--- src/rtl/colide_pkg.sv ---
// ============================================================================
// Module      : colide_pkg
// Description : Shared types and constants for the colide_scan collision
//               engine: obstacle record, FSM state encoding, default maze
//               table and small helper functions.
// Revision    : 1.0 - initial release
// ============================================================================
`default_nettype none

package colide_pkg;

    // Coordinate widths of the stored obstacle records (VGA 640x480 space)
    localparam int OBST_X_W       = 10;
    localparam int OBST_Y_W       = 9;
    localparam int OBST_N_DEFAULT = 10;

    typedef struct packed {
        logic [OBST_X_W-1:0] ini_x;
        logic [OBST_X_W-1:0] fin_x;
        logic [OBST_Y_W-1:0] ini_y;
        logic [OBST_Y_W-1:0] fin_y;
    } obstacle_t;

    // Scan FSM encoding
    localparam logic [1:0] S_IDLE = 2'd0;
    localparam logic [1:0] S_SCAN = 2'd1;
    localparam logic [1:0] S_DONE = 2'd2;

    // Maze walls of the moving-object demo
    localparam obstacle_t OBST_DEFAULT [OBST_N_DEFAULT] = '{
        '{10'd105, 10'd350, 9'd100, 9'd110},
        '{10'd345, 10'd350, 9'd100, 9'd280},
        '{10'd105, 10'd280, 9'd170, 9'd180},
        '{10'd275, 10'd280, 9'd170, 9'd350},
        '{10'd345, 10'd590, 9'd270, 9'd280},
        '{10'd275, 10'd510, 9'd340, 9'd350},
        '{10'd585, 10'd590, 9'd270, 9'd450},
        '{10'd505, 10'd510, 9'd340, 9'd390},
        '{10'd105, 10'd590, 9'd440, 9'd450},
        '{10'd105, 10'd510, 9'd380, 9'd390}
    };

    // Default record for table slot i; slots beyond the maze are empty
    // (a zero-size rectangle can never produce a strict overlap).
    function automatic obstacle_t obst_default(input int i);
        obstacle_t r;
        r = '0;
        if (i >= 0 && i < OBST_N_DEFAULT) begin
            r = OBST_DEFAULT[i[3:0]];
        end
        return r;
    endfunction

    // Index width, never below one bit so N_OBST=1 still has a counter
    function automatic int idx_w(input int n);
        return (n > 1) ? $clog2(n) : 1;
    endfunction

endpackage

`default_nettype wire

--- src/rtl/colide_obst_cmp.sv ---
// ============================================================================
// Module      : colide_obst_cmp
// Description : Combinational test of one square box against one obstacle
//               rectangle. Produces the four direction flags. Purely
//               combinational; the scanner time-multiplexes one instance.
// Ports       : xpos_i/ypos_i/size_i  box left, top, side length
//               obst_i                obstacle rectangle (ini/fin x/y)
//               min_x_o..max_y_o      direction collision flags
// Revision    : 1.0 - initial release
// ============================================================================
`default_nettype none

module colide_obst_cmp
    import colide_pkg::*;
#(
    parameter int X_W = 10,
    parameter int Y_W = 9,
    parameter int T_W = 7
) (
    input  logic [X_W-1:0] xpos_i,
    input  logic [Y_W-1:0] ypos_i,
    input  logic [T_W-1:0] size_i,
    input  obstacle_t      obst_i,
    output logic           min_x_o,
    output logic           max_x_o,
    output logic           min_y_o,
    output logic           max_y_o
);

    // Everything is compared one bit wider than the coordinates so the
    // far edge (pos + size) never wraps around.
    logic [X_W:0] w_x0, w_x1, w_ix, w_fx;
    logic [Y_W:0] w_y0, w_y1, w_iy, w_fy;
    logic         w_xov, w_yov;

    assign w_x0 = (X_W+1)'(xpos_i);
    assign w_y0 = (Y_W+1)'(ypos_i);
    assign w_x1 = w_x0 + (X_W+1)'(size_i);
    assign w_y1 = w_y0 + (Y_W+1)'(size_i);
    assign w_ix = (X_W+1)'(obst_i.ini_x);
    assign w_fx = (X_W+1)'(obst_i.fin_x);
    assign w_iy = (Y_W+1)'(obst_i.ini_y);
    assign w_fy = (Y_W+1)'(obst_i.fin_y);

    // Strict comparisons: sharing an edge is not an overlap
    assign w_xov = (w_x1 > w_ix) && (w_x0 < w_fx);
    assign w_yov = (w_y1 > w_iy) && (w_y0 < w_fy);

    assign min_x_o = (w_x0 > w_ix) && (w_x0 < w_fx) && w_yov;
    assign max_x_o = (w_x1 > w_ix) && (w_x1 < w_fx) && w_yov;
    assign min_y_o = (w_y0 > w_iy) && (w_y0 < w_fy) && w_xov;
    assign max_y_o = (w_y1 > w_iy) && (w_y1 < w_fy) && w_xov;

endmodule

`default_nettype wire

--- src/rtl/colide_scan.sv ---
// ============================================================================
// Module      : colide_scan
// Description : Box-vs-obstacle collision engine. On start, latches the box
//               and scans N_OBST obstacles one per clock, OR-accumulating
//               the four direction flags, then presents them with a
//               one-cycle valid pulse. Flags hold until the next result.
// Ports       : VGA_clk, reset (sync, active-high)
//               start, xPos, yPos, tamanho           request
//               busy, valid, colisao_{min,max}_{x,y} status / result
//               obst_we, obst_addr, obst_data        table write (macro only)
// Config      : COLIDE_OBST_WR_EN - obstacle table becomes a writable
//               register array, reset-loaded from the package defaults.
//               Without it the table is the constant package maze.
// Revision    : 1.0 - initial release
// ============================================================================
`default_nettype none

module colide_scan
    import colide_pkg::*;
#(
    parameter int N_OBST = 10,
    parameter int X_W    = 10,
    parameter int Y_W    = 9,
    parameter int T_W    = 7
) (
    input  logic                      VGA_clk,
    input  logic                      reset,
    input  logic                      start,
    input  logic [X_W-1:0]            xPos,
    input  logic [Y_W-1:0]            yPos,
    input  logic [T_W-1:0]            tamanho,
`ifdef COLIDE_OBST_WR_EN
    input  logic                      obst_we,
    input  logic [idx_w(N_OBST)-1:0]  obst_addr,
    input  obstacle_t                 obst_data,
`endif
    output logic                      busy,
    output logic                      valid,
    output logic                      colisao_min_x,
    output logic                      colisao_max_x,
    output logic                      colisao_min_y,
    output logic                      colisao_max_y
);

    localparam int IDX_W = idx_w(N_OBST);

    logic [1:0]       state_q, state_d;
    logic [IDX_W-1:0] idx_q, idx_d;
    logic [X_W-1:0]   x_q, x_d;
    logic [Y_W-1:0]   y_q, y_d;
    logic [T_W-1:0]   t_q, t_d;
    // flag vectors ordered {min_x, max_x, min_y, max_y}
    logic [3:0]       acc_q, acc_d;
    logic [3:0]       flags_q, flags_d;

    obstacle_t        w_obst;
    logic [3:0]       w_hit;
    logic             w_last;

    assign w_last = (idx_q == IDX_W'(N_OBST - 1));

    // ------------------------------------------------------------------
    // Obstacle table
    // ------------------------------------------------------------------
`ifdef COLIDE_OBST_WR_EN
    obstacle_t tab_q [N_OBST];
    logic      w_wr_ok;

    // A start in the same cycle takes priority; the write is dropped.
    assign w_wr_ok = obst_we && (state_q == S_IDLE) && !start
                     && (int'(obst_addr) < N_OBST);

    always_ff @(posedge VGA_clk) begin
        if (reset) begin
            for (int i = 0; i < N_OBST; i++) begin
                tab_q[i] <= obst_default(i);
            end
        end else if (w_wr_ok) begin
            tab_q[obst_addr] <= obst_data;
        end
    end

    assign w_obst = tab_q[idx_q];
`else
    obstacle_t w_tab [N_OBST];

    for (genvar g = 0; g < N_OBST; g++) begin : g_tab
        assign w_tab[g] = obst_default(g);
    end

    assign w_obst = w_tab[idx_q];
`endif

    // ------------------------------------------------------------------
    // Single comparator, fed with the obstacle selected by idx_q
    // ------------------------------------------------------------------
    colide_obst_cmp #(
        .X_W (X_W),
        .Y_W (Y_W),
        .T_W (T_W)
    ) u_cmp (
        .xpos_i  (x_q),
        .ypos_i  (y_q),
        .size_i  (t_q),
        .obst_i  (w_obst),
        .min_x_o (w_hit[3]),
        .max_x_o (w_hit[2]),
        .min_y_o (w_hit[1]),
        .max_y_o (w_hit[0])
    );

    // ------------------------------------------------------------------
    // FSM: state register
    // ------------------------------------------------------------------
    always_ff @(posedge VGA_clk) begin
        if (reset) begin
            state_q <= S_IDLE;
        end else begin
            state_q <= state_d;
        end
    end

    // FSM: next state
    always_comb begin
        state_d = state_q;
        case (state_q)
            S_IDLE:  if (start)  state_d = S_SCAN;
            S_SCAN:  if (w_last) state_d = S_DONE;
            S_DONE:  state_d = S_IDLE;
            default: state_d = S_IDLE;
        endcase
    end

    // FSM: outputs
    always_comb begin
        busy  = (state_q != S_IDLE);
        valid = (state_q == S_DONE);
    end

    // ------------------------------------------------------------------
    // Datapath: latch request, advance index, accumulate flags
    // ------------------------------------------------------------------
    always_comb begin
        idx_d   = idx_q;
        x_d     = x_q;
        y_d     = y_q;
        t_d     = t_q;
        acc_d   = acc_q;
        flags_d = flags_q;
        case (state_q)
            S_IDLE: begin
                if (start) begin
                    x_d   = xPos;
                    y_d   = yPos;
                    t_d   = tamanho;
                    idx_d = '0;
                    acc_d = '0;
                end
            end
            S_SCAN: begin
                acc_d = acc_q | w_hit;
                idx_d = w_last ? '0 : idx_q + IDX_W'(1);
                // Result register is loaded on the last obstacle so it is
                // already visible while valid is high in DONE.
                if (w_last) begin
                    flags_d = acc_q | w_hit;
                end
            end
            default: ;
        endcase
    end

    always_ff @(posedge VGA_clk) begin
        if (reset) begin
            idx_q   <= '0;
            x_q     <= '0;
            y_q     <= '0;
            t_q     <= '0;
            acc_q   <= '0;
            flags_q <= '0;
        end else begin
            idx_q   <= idx_d;
            x_q     <= x_d;
            y_q     <= y_d;
            t_q     <= t_d;
            acc_q   <= acc_d;
            flags_q <= flags_d;
        end
    end

    assign colisao_min_x = flags_q[3];
    assign colisao_max_x = flags_q[2];
    assign colisao_min_y = flags_q[1];
    assign colisao_max_y = flags_q[0];

endmodule

`default_nettype wire
--- config.mk ---
export PLATFORM = sky130hd
export DESIGN_NAME = colide_scan
export DESIGN_NICKNAME = d
export VERILOG_FILES = /design/src/rtl/colide_pkg.sv /design/src/rtl/colide_obst_cmp.sv /design/src/rtl/colide_scan.sv
export SDC_FILE = /design/constraint.sdc
export NUM_CORES = 1
export LEC_CHECK = 0
export CAP_MARGIN = 30
export CORE_ASPECT_RATIO = 1.1
export CORE_MARGIN = 5
export CORE_UTILIZATION = 54
export DETAILED_ROUTE_END_ITERATION = 8
export PLACE_DENSITY_LB_ADDON = 0.08
export SETUP_SLACK_MARGIN = 0.3
export SLEW_MARGIN = 10
export SYNTH_ARGS = -nofsm -noshare
export SYNTH_HDL_FRONTEND = slang
export SYNTH_HIERARCHICAL = 1
export SYNTH_SLANG_ARGS = --single-unit
--- constraint.sdc ---
create_clock -name VGA_clk -period 3.7 [get_ports VGA_clk]
set_clock_uncertainty 0.2 [all_clocks]
set_input_delay 0.74 -clock VGA_clk [delete_from_list [all_inputs] [get_ports VGA_clk]]
set_output_delay 0.74 -clock VGA_clk [all_outputs]
set_load 0.02 [all_outputs]
==> results.txt <==
Post-layout power -> 1.37 mW
Mean post-synth cell area -> 7.84 um^2
Detail-routed net length per standard cell -> 16.2 um
Number of placement rows -> 33
Unique masters post-synth -> 58
Area after detailed placement -> 4820 um^2
Sink count of the clock tree -> 40
Final antenna-violating net count -> 0
Final sum of negative setup slack -> 0 ns
Setup-failing EPs final -> 0
Share of cells above drive strength 1 -> 0.122
Fraction of the yosys area taken by sequential cells -> 0.190
Worst hold path cell count -> 2
Number of detailed-route iterations in the first pass -> 5
Clock latency on the worst-skew pair -> 0.30 ns
Run status -> complete, no violations
Cell repeated most along the worst path -> o21ai_1
CTS tree -> done
Classification of the worst setup path -> reg -> reg
Flops & latches, synth -> 40
Pin count of the biggest net entering global routing -> 31
Worst slew margin relative to its limit -> 0.618
Cell-by-cell listing of the critical path -> ha_4 -> fa_2 -> a211oi_2 -> o21bai_1 -> a21oi_2 -> nor2b_1 -> o21ai_1 -> xnor2_1 -> ha_1 -> o21ai_1 -> nor2_1 -> o32a_1 -> o21ai_2 -> a221oi_2 -> nor4b_4 -> and2b_1 -> o21ai_1 -> a21oi_1
Remaining DRCs -> 0
Number of buffers created by CTS -> 5
Share of flip-flops with an asynchronous set or reset after synthesis -> 0
Post-layout utilization of the core -> 0.683
Global-route wire length before repair -> 18.4 mm
GPL Wtd Cong -> 0.977
Post-Layout Inst Area -> 5130 um^2
Buffer cell driving the clock tree root -> clkbuf_8
Final antenna diode count -> 0
Cell type of the slowest stage on the worst timing path -> ha_1
Number of input and output port buffers inserted -> 34
Hold violation count in the final report -> 0
Number of global-route vias before repair -> 3883
Global route total overflow -> 0
Cell Pwr Density -> 266 nW/um^2
Initial standard-cell utilization of the core -> 0.559
Drt initial violations -> 169
Clock slew seen by the registers of the worst setup and hold paths -> 0.08 ns
Detailed-route wire length -> 11.4 mm
Area overhead of the layout relative to synthesis -> 22.1%
Standby leakage power -> 2.44 nW
Final worst hold slack -> 0.274 ns
Max Root-Sink Buffers -> 2
Flip-flop cell with the highest count after synthesis -> dfxtp_1
Number of I/O pins -> 35
Critical path peak fanout -> 3
Tightest Pin Transition -> 0.573 ns
Arrival time at the worst endpoint -> 3.66 ns
Post-detailed-placement half-perimeter wirelength -> 9.31 mm
DIE AREA -> 9650 um^2
Die width -> 94.1 um
Die span in y -> 103 um
Peak VDD IR -> 0.000189 V
Net total in the final layout -> 725
Crit. End Element -> flop
EDFF count, synth -> 0
Routed via count -> 3933
Antenna violations before repair -> 0
RSZ-0062 raised after global routing -> yes
Classification of the worst-slack hold path -> reg -> reg
Worst reg-to-reg path cell count -> 18
Max Slew Vio Count -> 0
Level count of the clock H-tree -> 2
Highest cell delay on the worst timing path -> 0.38 ns
Reg2Reg Setup Slack -> 0.06 ns
Core Area -> 7510 um^2
Number of warning messages in the yosys log -> 6
Clock period minus worst slack -> 3.64 ns
Syn Inst Count -> 536
Highest clock frequency the design can meet -> 275 MHz
Vias per std cell -> 5.58
Data required time at the worst endpoint -> 3.72 ns
Setup crit start kind -> flop
Number of hold-repair buffers added at the cts stage -> 0
Max_cap viols -> 0
Total GRT Usage -> 0.242
Period utilisation layout -> 0.982
Cell area after synthesis -> 4200 um^2
## what timing repair did
| action | 4_1_cts | 5_1_grt |
|---|---|---|
| pin swaps | 16 | 23 |
| buffers inserted | 4 | 3 |
| resized for setup | 11 | 17 |
| hold endpoints to repair | 0 | 0 |
| endpoints found under the setup margin | 8 | 8 |
## through the flow
step	setup slack, ns	instances
2_1_floorplan	0.210	544
3_3_place_gp	0.0968	691
3_5_place_dp	0.0185	691
4_1_cts	0.0248	702
5_1_grt	-0.114	705
6_report	0.0648	705
## cell type report
cell class                 count  area (um^2)
multi-input combinational    440         3310
clock buffer                   5         68.8
inverter                      49          184
timing repair buffer          64          566
sequential                    40          808
tap                          105          131
fill                         682         2380
clock inverter                 2         60.1
## layout by cell type (no fill, tap or decap), types with 4 or more instances in the layout
cell type | Yosys | layout
nand4_1 | 10 | 10
clkdlybuf4s50_1 | 0 | 34
a21o_1 | 11 | 11
conb_1 | 2 | 10
ha_1 | 94 | 91
buf_4 | 1 | 30
o211ai_1 | 5 | 5
xnor2_1 | 10 | 9
o21ai_1 | 14 | 16
o21a_1 | 4 | 4
nor3_1 | 6 | 6
clkbuf_8 | 0 | 5
and2b_1 | 5 | 5
nand2b_1 | 7 | 7
nor2_1 | 30 | 29
dfxtp_1 | 40 | 36
a21oi_2 | 1 | 6
nor2b_1 | 9 | 9
xor2_1 | 4 | 4
inv_1 | 48 | 48
nand3_1 | 7 | 7
a21oi_1 | 61 | 56
o21ai_0 | 17 | 13
nand2_1 | 75 | 75
a211oi_1 | 14 | 12
## logic make-up after synthesis
family                     after synthesis  synth area share
AOI/OAI and AO/OA                      147             0.217
xor gates and xnor gates                14            0.0292
adders and majority gates               96             0.289
buffers and inverters                   64            0.0649
DFF                                     40             0.190
muxes                                    2           0.00476
other                                    2           0.00179
and+or+nand+nor                        171             0.202
## routing by layer
layer	track usage	part of all wire	vias up
li1	-	-	2015
met1	0.310	0.45	1807
met2	0.436	0.50	99
met3	0.0263	0.037	12
met4	0.0589	0.014	0
met5	0	0	-
## worst max-delay path, delay by kind of cell (launching register included)
| family | cells | cell delay (ns) |
|---|---|---|
| flip-flops | 1 | 0.36 |
| XOR/XNOR | 1 | 0.11 |
| adder cells (fa/ha/maj) | 3 | 0.89 |
| AO/OA/AOI/OAI | 10 | 1.45 |
| AND/OR/NAND/NOR | 4 | 0.57 |
## cell usage after synthesis (2+ instances only)
cell type	instances	area, um^2
nand4_1	10	62.6
and4_1	3	26.3
nand3_1	7	35.0
o211ai_1	5	37.5
buf_2	5	25.0
a21oi_1	61	305
a2111oi_2	2	30.0
nand2b_1	7	43.8
o21ai_0	17	85.1
nor2b_1	9	56.3
buf_6	3	33.8
nor3_1	6	30.0
nand2_1	75	282
ha_1	94	1180
nor4_1	2	12.5
a21o_1	11	82.6
a2111oi_0	2	17.5
xnor2_1	10	87.6
o21ai_1	14	70.1
conb_1	2	7.51
and2b_1	5	37.5
or2_2	3	18.8
o21bai_1	3	22.5
a21boi_0	3	22.5
mux2i_1	2	20.0
dfxtp_1	40	801
a211oi_1	14	105
xor2_1	4	35.0
fa_1	2	40.0
o21a_1	4	30.0
and3_1	2	12.5
inv_1	48	180
clkbuf_1	6	22.5
or3_1	2	12.5
nor2_1	30	113
## power breakdown
group          leakage [nW]  total [mW]  switching [mW]  internal, mW
registers             0.329       0.480          0.0289         0.451
logic                  2.05       0.461           0.245         0.217
clock network        0.0642       0.425           0.159         0.266
total                  2.44        1.37           0.433         0.933
## worst paths after layout
path,start,end
max,t_q[0]$_SDFFE_PP0P_,acc_q[1]$_SDFFE_PP0P_
min,acc_q[1]$_SDFFE_PP0P_,acc_q[1]$_SDFFE_PP0P_
max reg2reg,t_q[0]$_SDFFE_PP0P_,acc_q[1]$_SDFFE_PP0P_
min reg2reg,acc_q[1]$_SDFFE_PP0P_,acc_q[1]$_SDFFE_PP0P_
## sequential cells by signal (all words and copies together), names as in the netlist
signal   cells
y_q          9
state_q      2
acc_q        4
t_q          7
x_q         10
flags_q      4
idx_q        4
No activity file was read; power rests on OpenSTA's default activity.
